[src/rtl/hex_scan_pkg.sv]
// Shared constants for the hex digit scanner.
// Optional leading-zero blanking is selected with `define HEX_SCAN_LZB_EN.
package hex_scan_pkg;

   localparam int DEF_NUM_DIGITS = 4;
   localparam int DEF_PRESCALE   = 50000;
   localparam int MAX_DIGITS     = 8;

   // Sliced down to NUM_DIGITS bits at the point of use.
   localparam logic [MAX_DIGITS-1:0] SEL_OFF = '1;

   localparam logic [3:0] BLANK_NIBBLE = 4'h0;

   localparam logic [3:0] RST_BINARY    = 4'h0;
   localparam logic       RST_ENABLE    = 1'b0;
   localparam logic       RST_SCAN_TICK = 1'b0;

endpackage

[src/rtl/hex_digit_scan_if.sv]
// Display-side bundle of the hex digit scanner: value/strobe in, decoder and digit drive out.
interface hex_digit_scan_if #(
   parameter int NUM_DIGITS = hex_scan_pkg::DEF_NUM_DIGITS
);

   logic [4*NUM_DIGITS-1:0] value;
   logic                    load;
   logic                    display_on;
   logic [3:0]              binary;
   logic                    enable;
   logic [NUM_DIGITS-1:0]   digit_sel_n;
   logic                    scan_tick;

   modport master (
      output value, load, display_on,
      input  binary, enable, digit_sel_n, scan_tick
   );

   modport slave (
      input  value, load, display_on,
      output binary, enable, digit_sel_n, scan_tick
   );

endinterface

[src/rtl/scan_prescaler.sv]
// Dwell counter: counts 0..PRESCALE-1 and flags the guard cycle and the dwell boundary.
module scan_prescaler
   import hex_scan_pkg::*;
#(
   parameter int PRESCALE = DEF_PRESCALE
) (
   input  logic clk,
   input  logic rst,
   output logic pcnt_zero,
   output logic wrap
);

   localparam int                PCNT_W = $clog2(PRESCALE);
   localparam logic [PCNT_W-1:0] LAST   = PCNT_W'(PRESCALE - 1);

   logic [PCNT_W-1:0] pcnt;

   // NOTE: sequential state uses non-blocking assignments so every flop samples pre-edge values.
   always_ff @(posedge clk or posedge rst) begin
      if (rst)       pcnt <= '0;
      else if (wrap) pcnt <= '0;
      else           pcnt <= pcnt + 1'b1;
   end

   assign pcnt_zero = (pcnt == '0);
   assign wrap      = (pcnt == LAST);

endmodule

[src/rtl/hex_digit_scan.sv]
// Time-multiplexed scanner for a common-anode seven-segment display (one shared decoder).
// Define HEX_SCAN_LZB_EN to blank leading zero digits.
module hex_digit_scan
   import hex_scan_pkg::*;
#(
   parameter int NUM_DIGITS = DEF_NUM_DIGITS,
   parameter int PRESCALE   = DEF_PRESCALE
) (
   input  logic             clk,
   input  logic             rst,
   hex_digit_scan_if.slave  bus
);

   localparam int               IDX_W    = (NUM_DIGITS > 1) ? $clog2(NUM_DIGITS) : 1;
   localparam logic [IDX_W-1:0] LAST_IDX = IDX_W'(NUM_DIGITS - 1);

   logic [4*NUM_DIGITS-1:0] shadow;
   logic [IDX_W-1:0]        idx;
   logic                    pcnt_zero;
   logic                    wrap;

   logic                    digit_ok;
   logic                    show;
   logic [3:0]              cur_nib;
   logic [NUM_DIGITS-1:0]   sel_nxt;

   scan_prescaler #(.PRESCALE(PRESCALE)) u_prescaler (
      .clk       (clk),
      .rst       (rst),
      .pcnt_zero (pcnt_zero),
      .wrap      (wrap)
   );

   always_ff @(posedge clk or posedge rst) begin
      if (rst)           shadow <= '0;
      else if (bus.load) shadow <= bus.value;
   end

   always_ff @(posedge clk or posedge rst) begin
      if (rst)       idx <= '0;
      else if (wrap) idx <= (idx == LAST_IDX) ? '0 : idx + 1'b1;
   end

`ifdef HEX_SCAN_LZB_EN
   // significant[k] is set when any nibble at position k or above is non-zero.
   logic [NUM_DIGITS:0] significant;

   // NOTE: combinational blocks assign every output a default first so no latch is inferred.
   always_comb begin
      significant             = '0;
      for (int k = NUM_DIGITS - 1; k >= 0; k--) begin
         significant[k] = significant[k+1] | (shadow[4*k +: 4] != 4'h0);
      end
      digit_ok = (idx == '0) || significant[idx];
   end
`else
   assign digit_ok = 1'b1;
`endif

   always_comb begin
      cur_nib = shadow[4*idx +: 4];
      show    = bus.display_on && !pcnt_zero && digit_ok;
      sel_nxt = SEL_OFF[NUM_DIGITS-1:0];
      if (show) sel_nxt = ~(NUM_DIGITS'(1) << idx);
   end

   // Outputs are registered so the decoder and digit drivers see glitch-free levels.
   always_ff @(posedge clk or posedge rst) begin
      if (rst) begin
         bus.binary      <= RST_BINARY;
         bus.enable      <= RST_ENABLE;
         bus.digit_sel_n <= SEL_OFF[NUM_DIGITS-1:0];
         bus.scan_tick   <= RST_SCAN_TICK;
      end else begin
         bus.binary      <= show ? cur_nib : BLANK_NIBBLE;
         bus.enable      <= show;
         bus.digit_sel_n <= sel_nxt;
         bus.scan_tick   <= pcnt_zero;
      end
   end

endmodule

[src/flat_wrapper.sv]
// flat-port wrapper written by rule: the top's interface ports become plain ports
module hex_digit_scan_flat import hex_scan_pkg::*;
#(
   parameter int NUM_DIGITS = DEF_NUM_DIGITS,
   parameter int PRESCALE   = DEF_PRESCALE
)
  (clk, rst, bus_value, bus_load, bus_display_on, bus_binary, bus_enable, bus_digit_sel_n, bus_scan_tick);
  hex_digit_scan_if #(.NUM_DIGITS(NUM_DIGITS)) bus_i ();
  input  logic clk;
  input  logic rst;
  input wire logic [$bits(bus_i.value)-1:0] bus_value;
  input wire logic [$bits(bus_i.load)-1:0] bus_load;
  input wire logic [$bits(bus_i.display_on)-1:0] bus_display_on;
  output wire logic [$bits(bus_i.binary)-1:0] bus_binary;
  output wire logic [$bits(bus_i.enable)-1:0] bus_enable;
  output wire logic [$bits(bus_i.digit_sel_n)-1:0] bus_digit_sel_n;
  output wire logic [$bits(bus_i.scan_tick)-1:0] bus_scan_tick;
  assign bus_i.value = bus_value;
  assign bus_i.load = bus_load;
  assign bus_i.display_on = bus_display_on;
  assign bus_binary = bus_i.binary;
  assign bus_enable = bus_i.enable;
  assign bus_digit_sel_n = bus_i.digit_sel_n;
  assign bus_scan_tick = bus_i.scan_tick;
  hex_digit_scan #(.NUM_DIGITS(NUM_DIGITS), .PRESCALE(PRESCALE)) u_core (.clk(clk), .rst(rst), .bus(bus_i));
endmodule
[config.mk]
export PLATFORM = sky130hd
export DESIGN_NAME = hex_digit_scan_flat
export DESIGN_NICKNAME = d
export VERILOG_FILES = /design/src/rtl/hex_scan_pkg.sv /design/src/rtl/hex_digit_scan_if.sv /design/src/rtl/scan_prescaler.sv /design/src/rtl/hex_digit_scan.sv /design/src/flat_wrapper.sv
export SDC_FILE = /design/constraint.sdc
export NUM_CORES = 1
export LEC_CHECK = 0
export BUFFER_PORTS_ARGS = -buffer_cell sky130_fd_sc_hd__buf_2
export CAP_MARGIN = 10
export CORE_MARGIN = 2
export CORE_UTILIZATION = 30
export CTS_CLUSTER_SIZE = 8
export DETAILED_ROUTE_END_ITERATION = 8
export PLACE_DENSITY = 0.46
export SETUP_SLACK_MARGIN = 0.1
export SLEW_MARGIN = 25
export SYNTH_ARGS = -nofsm -noshare
export SYNTH_HDL_FRONTEND = slang
export SYNTH_SLANG_ARGS = --single-unit
[constraint.sdc]
create_clock -name clk -period 2.6 [get_ports clk]
set_input_delay 0.13 -clock clk [delete_from_list [all_inputs] [get_ports clk]]
set_output_delay 0.13 -clock clk [all_outputs]
set_load 0.02 [all_outputs]
After elaboration in Yosys (flattened, before gate mapping). Cells that the tools add are included.

Output and inout bits: 10. Flip-flop bits (word level): 44. Input port bits: 20.

Add/sub/neg operators: 2. Bitwise gates (word level): 1. Reduce and logical (&&, ||, !) cells: 3. Equality and inequality tests: 2. Shift-type cells: 2. Muxes and demuxes: 4.

Operators by type and width (number): $add 16x1->16 const B (1); $eq 16x16->1 const B (1); $logic_not 16->1 (1); $mux 16 (1); $shiftx 16x5->4 (1); $mux 4 (2); $not 4->4 (1); $shl 1x2->4 const A (1); $add 2x1->2 const B (1); $eq 2x2->1 const B (1); $mux 2 (1); $logic_and 1x1->1 (1); $logic_not 1->1 (1).

Longest topological paths before layout.
Depth after elaboration: 4. Depth in mapped cells: 7.

Modules after synthesis. Synthesis repeated with hierarchy kept, for this count alone.

Cells, all modules: 154. Area, all modules: 1933.1 um2.

By module, submodules not included: hex_digit_scan (sequential area each 705.7 um2, instances 1, cells each 77, area an instance 1142.3 um2); scan_prescaler (sequential area each 400.4 um2, instances 1, cells each 77, area an instance 790.8 um2).

Worst setup path before layout. OpenSTA, ideal clock, no wires.

Kind: reg-to-reg. Start point: register u_core.u_prescaler.pcnt[0]. End point: register u_core.bus.enable. Clock period less this slack: 1.900 ns. Cell stages (with the launch flop): 7. Buffers on the path: 1. Data required time: 2.480 ns. Arrival time: 1.781 ns. Setup time: 0.120 ns. Slack: 0.700 ns. Path through: dfrtp_1 > inv_1 > ha_1 > or4b_1 > or4_4 > and2_4 > buf_6.

Word-level cells in the longest chain between the ends: 3.

RTL lines: from (decl) (line scan_prescaler.sv:16) `logic [PCNT_W-1:0] pcnt;`; from (signal assigned) (line scan_prescaler.sv:22) `else pcnt <= pcnt + 1'b1;`; $logic_not 16->1 (line scan_prescaler.sv:25) `assign pcnt_zero = (pcnt == '0);`; $logic_not 1->1 (line hex_digit_scan.sv:62) `show = bus.display_on && !pcnt_zero && digit_ok;`; $logic_and 1x1->1 (line hex_digit_scan.sv:62); named net u_core.show (line hex_digit_scan.sv:23) `logic show;`; to (signal assigned) (line hex_digit_scan.sv:76) `bus.enable <= show;`; to (decl) (line hex_digit_scan_if.sv:21) `output binary, enable, digit_sel_n, scan_tick`.

The timed path passes the listed nets, and every way through them passes these cells. A chain may end at the register's enable or synchronous reset.

Worst setup path in the final report.
Start point: register u_core.u_prescaler.pcnt[0]. End point: register u_core.bus.digit_sel_n[2].

Word-level cells in the longest chain between the ends: 4.

RTL lines: $logic_not 16->1 (line scan_prescaler.sv:25); $logic_not 1->1 (line hex_digit_scan.sv:62); $logic_and 1x1->1 (line hex_digit_scan.sv:62); $mux 4 (line hex_digit_scan.sv:64) `if (show) sel_nxt = ~(NUM_DIGITS'(1) << idx);`; named net u_core.sel_nxt[2] (line hex_digit_scan.sv:25) `logic [NUM_DIGITS-1:0] sel_nxt;`; to (signal assigned) (line hex_digit_scan.sv:72) `bus.digit_sel_n <= SEL_OFF[NUM_DIGITS-1:0];`; to (signal assigned) (line hex_digit_scan.sv:77) `bus.digit_sel_n <= sel_nxt;`; to (decl) (line hex_digit_scan_if.sv:21).

The timed path passes the listed nets, and every way through them passes these cells.

==> impl_metrics.tcl <==
set metrics [dict create \
    outcome "finished clean" \
    arrival_ns 2.18 \
    holdPathStages 2 \
    max-clock-path-buffers 2 \
    start_util_pct 30.7 \
    criticalPathCategory "flip-flop to flip-flop" \
    synth_area_leaders "dfrtp_1 (52%), mux2_2 (9.3%), dfstp_2 (5.4%), mux4_2 (4.7%), xor2_1 (4.5%)" \
    dr.pass1.iters 4 \
    rows 29 \
    synth.avg_cell_area_um2 12.9 \
    fin_crit_sh_pct 74.6 \
    drt-total-wl_um 3480 \
    path_buf_inv 1 \
    yosys.area.top_type "dfrtp_1" \
    grt_max_degree 45 \
    clock-root-buffer "clkbuf_8" \
    place.gp.congestion 0.835 \
    rrSetupSlack_ns 0.66 \
    synth.top_cell.area_share_pct 51.9 \
    fin_worst_skew_ns 0.00352 \
    end_kind "flip-flop" \
    num_vias 1229 \
    hpwlAfterDp_um 2580 \
    antenna_found_initial 0 \
    cp_slowest_cell "or4_4" \
    die-width_um 84.2 \
    crit-reg2reg-launch "u_core.u_prescaler.pcnt[0]$_DFF_PP0_" \
    power.density_nw_per_um2 552 \
    die_h_um 84.2 \
    die-area_um2 7090 \
    drive_above_1_share_pct 40.9 \
    yosysUniqueCellTypes 32 \
    post-route-min-period_ns 1.94 \
    leakage_nw 1.03 \
    placed_area_um2 2170 \
    slew_violations 0 \
    nets 211 \
    yosysMostFrequentCell "dfrtp_1" \
    yosys_warnings 0 \
    maxCapViolCount 0 \
    ys.flop_type "dfrtp_1" \
    crit_path_start_kind "flip-flop" \
    postLayoutCellArea_um2 2270 \
    setup_viol 0 \
    grt_first_pass_wirelength_um 6070 \
    drt_iter0_drc 45 \
    grt_overflow 0 \
    port_buffers 29 \
    ant_nets 0 \
    worstPathCellList "inv_1 > ha_1 > or4b_1 > or4_4 > and2_4 > nand2_2" \
    synthToLayoutAreaGrowth_pct 17.8 \
    crit_family "simple AND/OR/NAND/NOR gates" \
    hold_end "u_core.shadow[1]$_DFFE_PP0P_" \
    drc 0 \
    num_antenna_cells 0 \
    clk_transition_reported_paths_ns 0.09 \
    core-area_um2 6280 \
    worst_slew_pin_slew_ns 0.551 \
    worstHoldPathType "input port to flip-flop" \
    wl_per_cell_um 13.2 \
    ir_worst_vdd_uv 201 \
    crit_fanout 6 \
    yosysSeqAreaShare_pct 57.3 \
    synth_nets 175 \
    grt_pass1_vias 1306 \
    fin_util_pct 36.2 \
    clkLatencyLatePin_ns 0.29 \
    finalHoldViolations 0 \
    ys_seq_elements 44 \
    viasPerCell 4.67 \
    grt_usage_pct 10.8 \
    min_from "bus_value[1]" \
    cts_tree "yes" \
    crit_path_max_incr_delay_ns 0.54 \
    setup_tns_ns 0 \
    synth_common_cells "dfrtp_1 (40), mux2_2 (16), nor2_1 (11)" \
    clock-sinks 44 \
    rsz0062_at_grt "no" \
    numCtsBuffers 5 \
    cp-startpoint "u_core.u_prescaler.pcnt[0]$_DFF_PP0_" \
    required_ns 2.84 \
    max-slew-margin-rel_pct 63.3 \
    async_flop_share_pct 100 \
    synth_enable_flop_cells 0 \
    h-tree-depth 2 \
    ios 30 \
    syn_area_um2 1930 \
    num-fill-cells 605 \
    worstReg2RegEnd "u_core.bus.digit_sel_n[2]$_DFF_PP1_" \
    max_freq_mhz 516 \
    rr_worst_depth 6 \
    synthCells 149 \
    cts_resized 0 \
]
[cell usage in the layout, fill, tap and decap left out, drive strengths merged, types with 2 or more instances in the layout]
master / n
dfrtp: 40
buf: 32
mux2: 16
nor2: 11
xor2: 10
nand2: 9
inv: 8
nand3: 8
ha: 6
clkbuf: 5
and3: 5
nand4: 4
mux4: 4
dfstp: 4
or4: 4
xnor2: 3
nor4: 2
o21ai: 2
clkinvlp: 2
[how the worst max path moves through the flow]
| stage | end | slack (ns) | cells after the start |
|---|---|---|---|
| final | u_core.bus.digit_sel_n[2]$_DFF_PP1_ | 0.66 | 6 |
| after CTS | u_core.bus.digit_sel_n[2]$_DFF_PP1_ | 0.66 | 6 |
| after floorplan | u_core.bus.enable$_DFF_PP0_ | 0.70 | 6 |
| after global placement | u_core.bus.binary[1]$_DFF_PP0_ | 0.73 | 5 |
| after detailed placement | u_core.bus.binary[1]$_DFF_PP0_ | 0.66 | 5 |
| after global routing | u_core.bus.digit_sel_n[2]$_DFF_PP1_ | 0.59 | 6 |
[flip-flops by register name (all words and copies together) (netlist names)]
name	flops
u_core.shadow	16
u_core.u_prescaler.pcnt	16
u_core.bus.enable	1
u_core.bus.digit_sel_n	4
u_core.bus.scan_tick	1
u_core.bus.binary	4
u_core.idx	2
[report_power, final]
| group | leakage [nW] | total [mW] | switching (mW) | internal [mW] |
|---|---|---|---|---|
| clock network | 0.0404 | 0.431 | 0.240 | 0.190 |
| registers | 0.544 | 0.729 | 0.0140 | 0.716 |
| logic | 0.446 | 0.0932 | 0.0426 | 0.0506 |
| total | 1.03 | 1.25 | 0.297 | 0.956 |
[per-layer routing]
layer  global-route usage, %  routed length [um]  vias up
met3                    3.15                 151       10
li1                        -                   -      592
met1                    13.8                1550      604
met5                       0                   0        -
met2                    16.7                1690       23
met4                    5.72                  87        0
[timing repair]
item | in CTS | in global routing
hold buffers | 1 | 0
hold endpoints to repair | 40 | 0
buffers inserted | 0 | 0
[stage by stage]
stage               hold slack (ns)  total power [mW]  setup WS [ns]  std cells
finish                       0.0624              1.25          0.661        263
global route                 0.0540              1.32          0.594        263
CTS                          0.0486              1.27          0.657        263
detailed placement            0.301             0.838          0.664        254
global placement              0.290             0.834          0.731        254
floorplan                     0.282             0.804          0.700        149
[final cells by class]
class / count / area (um^2) / share of cell area, %
Clock buffer: 5 / 68.8 / 3.03
Clock inverter: 3 / 23.8 / 1.05
Inverter: 8 / 30.0 / 1.32
Multi-Input combinational cell: 93 / 769 / 33.9
Sequential cell: 44 / 1110 / 48.7
Tap cell: 77 / 96.3 / 4.24
Timing Repair Buffer: 33 / 178 / 7.82
[logic make-up after synthesis]
| family | synth area share [%] |
|---|---|
| buf+inv | 2.79 |
| flops | 57.3 |
| mux | 14.0 |
| xor+xnor | 5.90 |
| fa+ha+maj | 3.89 |
| compound gates | 1.17 |
| simple gates | 14.9 |
[worst reg2reg max path: stages, from the launching register on]
cell and delay [ns]:
dfrtp_1 0.43, inv_1 0.07, ha_1 0.13, or4b_1 0.44
or4_4 0.54, and2_4 0.21, nand2_2 0.06
Power figures use the tool's default switching activity.
